### config.mk
export PLATFORM = sky130hd
export DESIGN_NAME = bitwise_logic_pipe
export DESIGN_NICKNAME = d
export VERILOG_FILES = /design/src/rtl/logic_op_pkg.sv /design/src/rtl/popcount.sv /design/src/rtl/bitwise_logic_pipe.sv
export SDC_FILE = /design/constraint.sdc
export NUM_CORES = 1
export LEC_CHECK = 0
export ABC_AREA = 1
export BUFFER_PORTS_ARGS = -buffer_cell sky130_fd_sc_hd__buf_2
export CORE_MARGIN = 2
export CORE_UTILIZATION = 55
export DETAILED_ROUTE_END_ITERATION = 10
export PLACE_DENSITY = 0.82
export SYNTH_ARGS = -nofsm -noshare
export SYNTH_HDL_FRONTEND = slang
export SYNTH_SLANG_ARGS = --single-unit
### constraint.sdc
create_clock -name clk_i -period 1.4 [get_ports clk_i]
set_input_delay 0.14 -clock clk_i [delete_from_list [all_inputs] [get_ports clk_i]]
set_output_delay 0.14 -clock clk_i [all_outputs]
set_load 0.05 [all_outputs]
### src/rtl/logic_op_pkg.sv
// Shared op encoding and golden bitwise-op function for the logic pipe.
// Latency: n/a (types and a combinational function only).
// Backpressure: n/a.
package logic_op_pkg;

  // Widest operand the shared function handles; narrower callers zero-extend and slice.
  localparam int max_width_lp = 64;

  typedef enum logic [2:0] {
    OP_AND    = 3'd0,
    OP_OR     = 3'd1,
    OP_XOR    = 3'd2,
    OP_XNOR   = 3'd3,
    OP_NAND   = 3'd4,
    OP_NOR    = 3'd5,
    OP_PASS_A = 3'd6,
    OP_NOT_A  = 3'd7
  } op_e;

  // Bitwise result at full width; b is ignored for the two single-operand ops.
  function automatic logic [max_width_lp-1:0] logic_op_f(
    input op_e                     op,
    input logic [max_width_lp-1:0] a,
    input logic [max_width_lp-1:0] b
  );
    logic [max_width_lp-1:0] r;
    r = '0;
    case (op)
      OP_AND:    r = a & b;
      OP_OR:     r = a | b;
      OP_XOR:    r = a ^ b;
      OP_XNOR:   r = a ~^ b;
      OP_NAND:   r = ~(a & b);
      OP_NOR:    r = ~(a | b);
      OP_PASS_A: r = a;
      OP_NOT_A:  r = ~a;
      default:   r = '0;
    endcase
    return r;
  endfunction

endpackage

### src/rtl/popcount.sv
// Counts set bits of a width_p-bit vector; result sized to hold 0..width_p.
// Latency: purely combinational.
// Backpressure: n/a.
module popcount #(
  parameter  int width_p    = 8,
  localparam int match_w_lp = $clog2(width_p + 1)
) (
  input  logic [width_p-1:0]    in_i,
  output logic [match_w_lp-1:0] count_o
);

  // Linear adder chain; the count width always covers width_p so it never wraps.
  always_comb begin
    count_o = '0;
    for (int i = 0; i < width_p; i++) begin
      count_o = count_o + match_w_lp'(in_i[i]);
    end
  end

endmodule

### src/rtl/bitwise_logic_pipe.sv
// Registered bitwise op on two operands plus equal-bit match count, with consume counter.
// Latency: 1 cycle from accepted input to valid_o; one transaction per cycle sustained.
// Backpressure: ready_o = ~valid_o | ready_i; a stalled result holds and new inputs are ignored.
module bitwise_logic_pipe
  import logic_op_pkg::*;
#(
  parameter  int width_p    = 8,
  localparam int match_w_lp = $clog2(width_p + 1)
) (
  input  logic                  clk_i,
  input  logic                  reset_ni,
  input  logic                  valid_i,
  output logic                  ready_o,
  input  logic [width_p-1:0]    a_i,
  input  logic [width_p-1:0]    b_i,
  input  op_e                   op_i,
  output logic                  valid_o,
  input  logic                  ready_i,
  output logic [width_p-1:0]    c_o,
  output logic [match_w_lp-1:0] match_o,
  output logic [15:0]           count_o
);

  typedef struct packed {
    logic [width_p-1:0]    c;
    logic [match_w_lp-1:0] match;
  } result_t;

  logic [max_width_lp-1:0] a_ext;
  logic [max_width_lp-1:0] b_ext;
  logic [max_width_lp-1:0] op_full;
  logic                    unused_op_bits;
  logic [width_p-1:0]      eq_bits;
  logic [match_w_lp-1:0]   match_next;
  result_t                 next_res;
  result_t                 res_q;
  logic                    valid_q;
  logic [15:0]             count_q;
  logic                    accept;
  logic                    consume;

  // The shared op function works at the widest size; operands are zero-extended in
  // and only the low width_p bits of the result are kept.
  assign a_ext = max_width_lp'(a_i);
  assign b_ext = max_width_lp'(b_i);

  // Op result from the shared golden function.
  always_comb begin
    op_full = logic_op_f(op_i, a_ext, b_ext);
  end

  // Bits above width_p are don't-care; fold them into a sink so they are visibly discarded.
  assign unused_op_bits = ^op_full;

  // Match count is independent of op: equal bit positions between a and b.
  assign eq_bits = a_i ~^ b_i;

  popcount #(
    .width_p (width_p)
  ) u_popcount (
    .in_i    (eq_bits),
    .count_o (match_next)
  );

  assign next_res = '{c: op_full[width_p-1:0], match: match_next};

  // Elastic single-entry output stage: ready depends only on state and the consumer.
  assign ready_o = ~valid_q | ready_i;
  assign accept  = valid_i & ready_o;
  assign consume = valid_q & ready_i;

  // Output register: load on accept (covers simultaneous consume), clear valid on a bare consume.
  // Data is left untouched on consume so c_o/match_o keep their last values.
  always_ff @(posedge clk_i or negedge reset_ni) begin
    if (!reset_ni) begin
      valid_q <= 1'b0;
      res_q   <= '0;
    end else if (accept) begin
      valid_q <= 1'b1;
      res_q   <= next_res;
    end else if (consume) begin
      valid_q <= 1'b0;
    end
  end

  // Consumed-result counter, free-running modulo 2^16.
  always_ff @(posedge clk_i or negedge reset_ni) begin
    if (!reset_ni) begin
      count_q <= '0;
    end else if (consume) begin
      count_q <= count_q + 16'd1;
    end
  end

  assign valid_o = valid_q;
  assign c_o     = res_q.c;
  assign match_o = res_q.match;
  assign count_o = count_q;

  // An op select that is X/Z while offered would silently pick an arbitrary result.
  op_known_a : assert property (@(posedge clk_i) disable iff (!reset_ni)
    valid_i |-> !$isunknown(op_i));

endmodule

Word level (Yosys, flattened, before mapping):

Index checks and enable logic that the tools add are counted.

* register bits: 29
* latch bits: 0
* RAM bits: 0
* bits in read-only memories: 0
* bits of input ports: 23
* word-level logic and storage cells: 36
* memories kept: 0

* add/sub/neg operators: 8
* $mul: 0
* divide/modulo/power cells: 0
* order comparisons: 0
* eq/ne operators: 7
* shift operators: 0
* multiplexer cells: 3
* bitwise operators: 12
* reduce and logical (&&, ||, !) cells: 2

Operators by type and width (count)
* $pmux 8 s8: 1
* $add 4x1->4: 6
* $not 8->8: 3
* $add 16x1->16 const B: 1
* $xnor 8x8->8: 2
* $eq 3x3->1 const B: 4
* $and 8x8->8: 1
* $or 8x8->8: 1
* $xor 8x8->8: 1
* $eq 3x2->1 const B: 2
* $eq 3x1->1 const B: 1
* $logic_not 3->1: 1
* $add 1x1->2: 1
* $and 1x1->1: 2
* $mux 1: 2
* $reduce_bool 2->1: 1
* $not 1->1: 1
* $or 1x1->1: 1

Logic depth before layout (Yosys ltp):

* word-level depth: 8
* gate-level depth with buffers: 13
* gate-level depth less buffers: 13

Modules after synthesis:

From an unflattened synthesis, not the netlist that was laid out.

* cell total of the unflattened synthesis: 373
* area total of the unflattened synthesis: 2543.7 µm²

Modules (own cells, without submodules)
* bitwise_logic_pipe: instances 1, cells each 344, area an instance 2342.2 µm²
* popcount: instances 1, cells each 29, area an instance 201.4 µm²

Worst setup path after synthesis:

OpenSTA, ideal clock, no wires.

* path kind: input port to flip-flop
* start: in a_i[0]
* end: reg res_q, in the netlist match_o[1]
* arrival: 2.986 ns
* data required time: 1.317 ns
* setup slack: -1.669 ns
* stages on the path: 12
* buffers on the path: 0
* path through: inv_1 -> ha_1 -> inv_1 -> ha_1 -> fa_1 -> inv_1 -> fa_1 -> inv_1 -> fa_1 -> inv_1 -> fa_1 -> o21ai_0

* cells in the longest elaborated chain, start to end: 8

Ends and longest elaborated chain
* start: declaration: line bitwise_logic_pipe.sv:14 `input logic [width_p-1:0] a_i,`
* $xnor 8x8->8: line bitwise_logic_pipe.sv:56 `assign eq_bits = a_i ~^ b_i;`
* $add 1x1->2: line popcount.sv:16 `count_o = count_o + match_w_lp'(in_i[i]);`
* $add 4x1->4 (6 in series): line popcount.sv:16
* end signal: assignment: line bitwise_logic_pipe.sv:80 `res_q <= next_res;`
* end: declaration: line bitwise_logic_pipe.sv:36 `result_t res_q;`

No other way between the ends.
A chain may end at the register's enable or synchronous reset.

Final worst setup path:

* start: in a_i[1]
* end: reg res_q, in the netlist match_o[1]

Same word-level chain as after synthesis.

==> impl_metrics.csv <==
group,metric,value,unit
sta,fmax,383,MHz
sta,tns,-4.13,ns
drt,viasPerCell,5.24,
place,postPlaceCellArea,3050,sq um
logic_synthesis,async_flop_share,100,%
setup_path,r2r-start,"count_o[7]",
global_route,use_met2,44.4,%
global_route,grt_pass1_vias,2356,
logic_synthesis,ys.flop_type,"dfrtp_1",
global_route,grt_max_degree,30,
drt,antenna_left,0,
floorplan,core_area,4320,sq um
logic_synthesis,syn-num-nets,387,
logic_synthesis,synth_top_area_share,29.7,%
setup_path,critPathMaxFanout,2,
setup_path,critPathLaunchType,"input port",
setup_path,endpoint_kind,"flip-flop",
final_layout,areaGrowthSynthToFinish,33.0,%
logic_synthesis,synth_edf_count,0,
min_path,min-delay-start,"valid_i",
sta,setup_viol,4,
floorplan,start_util,56.6,%
logic_synthesis,avgSynthCellArea,7.20,sq um
logic_synthesis,synth_area,2450,sq um
drt,vias,2525,
clocking,cts_tree,"yes",
drt,drt_first_iter_violations,185,
clocking,cts.sinks,29,
logic_synthesis,synth_cells,340,
floorplan,chipWidth,70.7,microns
sta,min_period,2.61,ns
flow_run,drv_cap,0,
global_route,use_met1,32.7,%
sta,drv_slew,0,
logic_synthesis,synth_largest_area_cell,"dfrtp_1",
clocking,cts_buffers,5,
final_layout,utilization,75.3,%
clocking,cts_root_buf,"clkbuf_8",
place,pre_cts_ws,-1.58,ns
final_layout,drive_above_1_share,34.0,%
sta,timing.final.hold_violations,0,
logic_synthesis,synth.distinct_cells,30,
sta,max_slew.worst_pin.slew,0.647,ns
power_and_ir_drop,vdd_drop_max,0.000802,V
floorplan,die_area,5000,sq um
setup_path,critPathRequiredTime,1.61,ns
floorplan,row_count,24,
run_status,violations,"negative setup slack",
clocking,cts_max_path_buffers,2,
setup_path,regToRegSetupSlack,0,ns
drt,drc,0,
power_and_ir_drop,leakagePower,0.00186,uW
place,io_buffers,52,
final_layout,antennaDiodeCount,0,
run_status,status,"complete, but fails checks",
place,dpl.hpwl,4.51,mm
sta,final.setup.worst_slack,-1.21,ns
final_layout,design_area,3260,sq um
clocking,clk_pin_slew_worst_paths,0.06,ns
sta,grt_setup_unrepaired,"yes",
clocking,clkLatencyLatePin,0.28,ns
final_layout,mostFrequentLayoutCells,"nand2_1, inv_1, buf_2, buf_4, nand4_1",
logic_synthesis,synth_area_leaders,"dfrtp_1, nand2_1, ha_1",
place,place_inst,467,
sta,post-route-period-util,187,%
final_layout,instances_no_fill,482,
logic_synthesis,synth_warnings,0,
place,gp_congestion,0.887,
drt,wl_per_cell,13.3,microns
setup_path,critical_path_arrival,2.82,ns
logic_synthesis,ys_seq_area_share,29.7,%
logic_synthesis,ys_ff_latch,29,
final_layout,final_nets,476,
global_route,grt_overflow,0,
global_route,grt_antenna_before_repair,0,
setup_path,critical_path_class,"input port to flip-flop",
global_route,grt_pass1_wl,10.4,mm
final_layout,layout_commonest_cell,"nand2_1",
min_path,hold_path_class,"input port to flip-flop",
global_route,grt_usage,26.1,%
global_route,top_usage_layer,"met2",
floorplan,ioPinCount,53,
floorplan,die_h,70.7,microns
sta,skew,0.0105,ns
setup_path,crit_start,"a_i[1]",
sta,slew_headroom,56.9,%
clocking,cts_max_level,2,
drt,dr.pass1.iters,5,
power_and_ir_drop,powerDensity,1180,nW/um^2
global_route,use_met3,5.56,%
drt,totalWireLength,6.43,mm
through the flow:
step	power (uW)	hold slack (ns)
4_1_cts	3760	0.0581
3_5_place_dp	2980	0.192
5_1_grt	4090	0.0739
3_3_place_gp	2910	0.184
2_1_floorplan	2470	-0.156
6_report	3850	0.0737
path summary, 6_finish.rpt:
path,endpoint,cells past startpoint
min in group asynchronous,count_o[1],2
worst min register to register,c_o[7],2
max in group asynchronous,count_o[8],2
worst max-delay path,match_o[1],13
worst min-delay path,valid_o,3
worst max register to register,count_o[12],4
layout make-up:
cell class | count | area [sq um]
inverters | 74 | 298
clock buffers | 7 | 96.3
flip-flops and latches | 29 | 739
well taps | 52 | 65.1
repair buffers | 92 | 584
multi-input cells | 227 | 1470
fillers | 323 | 1070
clock inverters | 1 | 5.00
routing by layer:
metal | up-vias | part of all wire [%]
met3 | 23 | 6.8
met4 | 0 | 2.2
li1 | 1249 | -
met2 | 111 | 50
met5 | - | 0
met1 | 1142 | 41
cells in the mapped netlist, drive strengths merged (5+ instances only):
cell type  instances
nor2              16
buf               10
o21ai             22
nand3             15
ha                20
xnor2              7
clkinv             5
nand4             21
inv               69
nand2            104
o211ai             8
dfrtp             29
registers in the layout (all words and copies together), names as in the netlist:
register and cells:
count_o 16, valid_o 1, match_o 4, c_o 8
critical path, cell delays in order:
cell and delay [ns]:
buf_12 0.09, inv_12 0.03, ha_4 0.26, inv_2 0.04
ha_4 0.22, fa_1 0.50, inv_2 0.04, fa_1 0.48
inv_1 0.05, fa_2 0.35, inv_2 0.08, fa_2 0.42
o21ai_2 0.12
timing repair:
item | 4_1_cts | 5_1_grt
hold buffers | 1 | 0
gates resized for setup | 6 | 7
pin swaps | 1 | 6
endpoints found under the setup margin | 4 | 7
buffers inserted | 0 | 6
hold endpoints to repair | 29 | 0
power breakdown:
group	switching [uW]	total [uW]	internal, uW	leakage (uW)
Combinational	1260	1890	630	0.00145
Clock	321	765	444	0.0000542
Sequential	176	1200	1030	0.000353
Total	1750	3850	2100	0.00186
cells by family after synthesis:
kind of cell	synth area share (%)
xor gates and xnor gates	3.94
muxes	0.460
adders and majority gates	13.5
and+or+nand+nor	31.1
AOI/OAI and AO/OA	7.36
buffers and inverters	14.0
DFF	29.7
Power figures use the tool's default switching activity.
